==> config.mk <==
export PLATFORM = sky130hd
export DESIGN_NAME = gpr_wr_arbiter
export DESIGN_NICKNAME = d
export VERILOG_FILES = /design/src/rtl/gpr_wr_arbiter.sv
export SDC_FILE = /design/constraint.sdc
export NUM_CORES = 1
export LEC_CHECK = 0
export ABC_AREA = 1
export CAP_MARGIN = 20
export CORE_MARGIN = 2
export CORE_UTILIZATION = 45
export CTS_BUF_LIST = sky130_fd_sc_hd__clkbuf_8 sky130_fd_sc_hd__clkbuf_16
export CTS_CLUSTER_DIAMETER = 80
export DETAILED_ROUTE_END_ITERATION = 16
export MAX_ROUTING_LAYER = met4
export PLACE_DENSITY = 0.72
export SLEW_MARGIN = 25
export SYNTH_ARGS = -nofsm -noshare
export SYNTH_HDL_FRONTEND = slang
export SYNTH_SLANG_ARGS = --single-unit
==> constraint.sdc <==
create_clock -name clk_in -period 5.6 [get_ports clk_in]
set_input_delay 1.12 -clock clk_in [delete_from_list [all_inputs] [get_ports clk_in]]
set_output_delay 1.12 -clock clk_in [all_outputs]
set_load 0.03 [all_outputs]
==> src/rtl/gpr_wr_arbiter.sv <==
// Round-robin arbiter sharing the single GPR write port among NUM_REQ buffered write sources.
// Optional R0 write filtering when GPR_WR_ARB_R0_FILTER_EN is defined.
module gpr_wr_arbiter #(
  parameter int NUM_REQ = 3,
  parameter int RSZ     = 32,
  parameter int GPR_ASZ = 5
) (
  input  logic                              clk_in,
  input  logic                              reset_n_in,
  input  logic [NUM_REQ-1:0]                req_valid,
  input  logic [NUM_REQ-1:0][GPR_ASZ-1:0]   req_addr,
  input  logic [NUM_REQ-1:0][RSZ-1:0]       req_data,
  output logic [NUM_REQ-1:0]                req_ready,
  output logic [NUM_REQ-1:0]                pend,
  output logic                              Rd_wr,
  output logic [GPR_ASZ-1:0]                Rd_addr,
  output logic [RSZ-1:0]                    Rd_data,
  output logic                              r0_drop
);

  localparam int          PW = (NUM_REQ > 1) ? $clog2(NUM_REQ) : 1;
  localparam int unsigned NR = NUM_REQ;

  logic [NUM_REQ-1:0]              buf_v;
  logic [NUM_REQ-1:0][GPR_ASZ-1:0] buf_addr;
  logic [NUM_REQ-1:0][RSZ-1:0]     buf_data;

  logic [PW-1:0]      rr_ptr;
  logic [PW-1:0]      gidx;
  logic [PW-1:0]      next_ptr;
  logic [NUM_REQ-1:0] grant;
  logic               any_grant;
  logic [NUM_REQ-1:0] accept;
  logic [NUM_REQ-1:0] load;

  // Walk the buffers starting at rr_ptr; the first valid one wins.
  always_comb begin
    int unsigned sum;
    logic [PW-1:0] idx;
    grant     = '0;
    gidx      = '0;
    any_grant = 1'b0;
    sum       = 0;
    idx       = '0;
    for (int unsigned off = 0; off < NR; off++) begin
      sum = 32'(rr_ptr) + off;
      if (sum >= NR) sum = sum - NR;
      idx = PW'(sum);
      if (!any_grant && buf_v[idx]) begin
        grant[idx] = 1'b1;
        gidx       = idx;
        any_grant  = 1'b1;
      end
    end
  end

  always_comb begin
    next_ptr = '0;
    if (32'(gidx) != NR - 1) next_ptr = gidx + PW'(1);
  end

  assign req_ready = {NUM_REQ{reset_n_in}} & (~buf_v | grant);
  assign accept    = req_valid & req_ready;
  assign pend      = buf_v;

`ifdef GPR_WR_ARB_R0_FILTER_EN
  logic [NUM_REQ-1:0] zero_addr;

  always_comb begin
    zero_addr = '0;
    for (int unsigned i = 0; i < NR; i++) zero_addr[i] = (req_addr[i] == '0);
  end

  // R0 writes complete their handshake but never occupy a buffer.
  assign load = accept & ~zero_addr;

  always_ff @(posedge clk_in) begin
    if (!reset_n_in) r0_drop <= 1'b0;
    else             r0_drop <= |(accept & zero_addr);
  end
`else
  assign load    = accept;
  assign r0_drop = 1'b0;
`endif

  always_ff @(posedge clk_in) begin
    if (!reset_n_in) begin
      buf_v   <= '0;
      rr_ptr  <= '0;
      Rd_wr   <= 1'b0;
      Rd_addr <= '0;
      Rd_data <= '0;
    end else begin
      // A refill on the drain edge keeps the buffer valid.
      buf_v <= (buf_v & ~grant) | load;
      Rd_wr <= any_grant;
      if (any_grant) begin
        Rd_addr <= buf_addr[gidx];
        Rd_data <= buf_data[gidx];
        rr_ptr  <= next_ptr;
      end
    end
  end

  // Payload only matters while buf_v is set, so it carries no reset.
  always_ff @(posedge clk_in) begin
    for (int unsigned i = 0; i < NR; i++) begin
      if (load[i]) begin
        buf_addr[i] <= req_addr[i];
        buf_data[i] <= req_data[i];
      end
    end
  end

endmodule

==> reports/qor.csv <==
stage;metric;value;unit
die;width of the die;121;um
hold_path;Hold Crit Class;reg2reg;
routing;1st-iter DRT viols;322;
grt;global router's overall resource usage;22.0;%
grt;first-pass GRT wire length;23500;um
layout;commonest non-fill, non-tap cell in the layout;clkdlybuf4s50_1;
setup_path;worst setup path category;reg2out;
routing;Vias per Instance;5.01;
routing;DRC violations left;0;
power_and_ir_drop;total power per unit cell area;556;nW/um^2
clock_tree;Resized Gates After CTS;0;
grt;met2 usage in global routing;36.9;%
die;Die Y;121;um
layout;Syn-to-layout area delta;38.5;%
layout;footprint of the flip-flops and latches;4190;um^2
power_and_ir_drop;worst IR drop on VDD;0.287;mV
layout;Ant. Diodes;0;
logic_synthesis;library cells used by synthesis;32;
layout;Net count, final;847;
layout;fill cell count;1033;
timing;fin crit period;4.30;ns
die;IO Pins;161;
die;total number of placement rows;42;
placement;PortBufs;159;
setup_path;sequence of cells on the critical path;inv_1 -> ha_1 -> nor2_1 -> nand2_1 -> nand3_4 -> nand3_4 -> nor2_8 -> nor2_1 -> nand2_1 -> nand2_1 -> inv_1 -> clkdlybuf4s50_1;
logic_synthesis;gate count of the mapped netlist;571;
setup_path;cell with the largest stage delay on the worst path;clkdlybuf4s50_1;
status;outcome;completed;
grt;antenna violations before repair;0;
setup_path;data arrival time of the critical path;3.18;ns
grt;via count of the first global-routing pass;4612;
placement;post-placement worst setup slack;1.74;ns
clock_tree;CTS sink count;154;
timing;transition at the pin with the smallest max-transition slack;0.846;ns
setup_path;critical path capture point type;output pin;
logic_synthesis;Post-Synthesis Net Count;691;
logic_synthesis;synthesized flop and latch total;154;
die;area enclosed by the die boundary;14600;um^2
grt;largest net degree at the start of global routing;48;
clock_tree;clk slew on worst S/H paths;0.06;ns
die;core outline area;13300;um^2
placement;HPWL reported at the end of detailed placement;10000;um
routing;vias post-DR;4592;
setup_path;launch instance of the worst register-to-register path;rr_ptr[0];
layout;total area of multi-input combinational cells;1640;um^2
clock_tree;clock insertion delay at the later pin of the skew report;0.42;ns
setup_path;required time of the worst setup path;4.48;ns
power_and_ir_drop;static leakage power;0.00342;uW
setup_path;nature of the critical path startpoint;flop;
setup_path;Largest stage delay, worst path;0.66;ns
setup_path;highest fanout seen on the critical path;27;
routing;routed length per instance;16.5;um
clock_tree;number of buffers created by CTS;17;
die;initial core utilization;46.1;%
routing;Final ANT Viol Nets;0;
timing;sum of negative setup slack;0;ns
placement;RePlAce Congestion;0.918;
timing;number of max-slew violations in the final report;0;
job;maximum capacitance violations;0;
timing;Final Skew;0.0135;ns
clock_tree;number of levels in the clock H-tree;4;
logic_synthesis;async set-reset flop share out of synthesis;0;%
logic_synthesis;leading register cell type out of synthesis;edfxtp_1;
hold_path;start point of the worst hold path;Rd_data[6];
routing;Total Wirelength;15100;um
clock_tree;Clk Tree Root Cell;clkbuf_16;
clock_tree;maximum buffer depth of the clock tree;2;
logic_synthesis;number of synthesized flops with an enable pin;111;
setup_path;worst reg2reg setup slack;2.58;ns
timing;setup repair after global routing missed its margin;false;
logic_synthesis;sequential fraction of the synthesis area;68.4;%
timing;Final Hold Vio Count;0;
setup_path;most frequent CP cell;nand2_1;
routing;TritonRoute pass-1 iters;5;
timing;maximum frequency from static timing analysis;232;MHz
logic_synthesis;per-instance average area after synthesis;10.7;um^2
timing;period utilization;76.9;%
grt;Overflow after GRT;0;
grt;most congested layer reported by global routing;met2;
grt;met3 Use GR;3.96;%
clock_tree;cts-stage hold buffer count;0;
logic_synthesis;Syn Std Cell Area;6130;um^2
clock_tree;TritonCTS clock tree;yes;
timing;setup violation total in the final timing report;0;
layout;share of post-route cells with drive strength above 1;7.70;%
layout;leading cell types in the layout, fill and taps excluded;clkdlybuf4s50_1 (159), nand2_1 (152), edfxtp_1 (111);
clock_tree;Post-CTS Setup Inserts;0;
setup_path;worst setup path startpoint;rr_ptr[0];
logic_synthesis;Synthesis Warnings;0;
timing;final critical-path setup slack;1.30;ns
grt;routing usage on met1;26.1;%
timing;Slew Limit Headroom;43.5;%
-- power by group --
part | leakage [uW] | switching (uW) | total (uW) | internal, uW
clock | 0.000294 | 423 | 1070 | 649
combinational | 0.00173 | 1400 | 2130 | 732
sequential | 0.00139 | 87.2 | 1520 | 1440
-- routing by layer --
layer,routed length (um),vias to the layer above
met4,306,0
met1,6100,2169
met5,0,-
met2,7920,174
li1,-,2226
met3,777,23
-- path summary, 6_finish.rpt --
path                                      to  cells after the start
worst max-delay path            req_ready[1]                     12
worst min-delay path              Rd_data[6]                      2
worst max register to register   buf_addr[5]                     12
worst min register to register    Rd_data[6]                      2
-- critical path, delay by kind of cell (launching register included) --
family	cells	cell delay, ns
and+or+nand+nor	8	1.17
DFF	1	0.39
buffers and inverters	3	0.81
adders and majority gates	1	0.40
-- synth_stat cells, types with 2 or more instances --
cell type,number,area (um^2)
nor2_4,2,22.5
clkbuf_2,2,10.0
clkbuf_1,11,41.3
dfxtp_1,43,861
nand3_4,2,35.0
edfxtp_1,111,3330
inv_1,40,150
nand2_1,152,571
nand3_1,43,215
nand4_1,2,12.5
buf_2,6,30.0
buf_4,7,52.6
o21ai_0,50,250
o22ai_1,14,87.6
nand2_4,2,22.5
ha_1,4,50.1
nand2_2,4,25.0
a21oi_1,2,10.0
nor2_1,57,214
inv_2,4,15.0
nor2_8,2,40.0
-- registers in the layout, summed over array words and instances, names as in the netlist --
register and cells:
Rd_addr 5, Rd_data 32, Rd_wr 1, buf_addr 15, buf_data 96, pend 3
rr_ptr 2
-- cell families after synthesis --
family / after synthesis / share of synthesized area (%)
AND/OR/NAND/NOR: 271 / 19.6
buffers and inverters: 73 / 5.24
adder cells (fa/ha/maj): 4 / 0.816
other: 1 / 0.0612
AO/OA/AOI/OAI: 68 / 5.88
flip-flops: 154 / 68.4
-- cell type report --
cell class | count | area share [%]
sequential | 154 | 49.4
timing repair buffer | 166 | 20.1
multi-input combinational | 344 | 19.3
clock buffer | 21 | 5.66
tap | 176 | 2.59
inverter | 44 | 1.95
clock inverter | 11 | 0.958
-- per-stage QoR --
stage | hold slack, ns | cell area, um^2 | cells | power, uW | util, %
after floorplan | 0.508 | 6130 | 571 | 3020 | -
after global placement | 0.510 | 7830 | 880 | 3550 | 58.9
after detailed placement | 0.518 | 7930 | 884 | 3670 | 59.6
after CTS | 0.533 | 8490 | 916 | 4750 | 63.9
after global routing | 0.567 | 8490 | 916 | 5040 | 63.9
final | 0.528 | 8490 | 916 | 4720 | 63.9
Power figures use the tool's default switching activity.
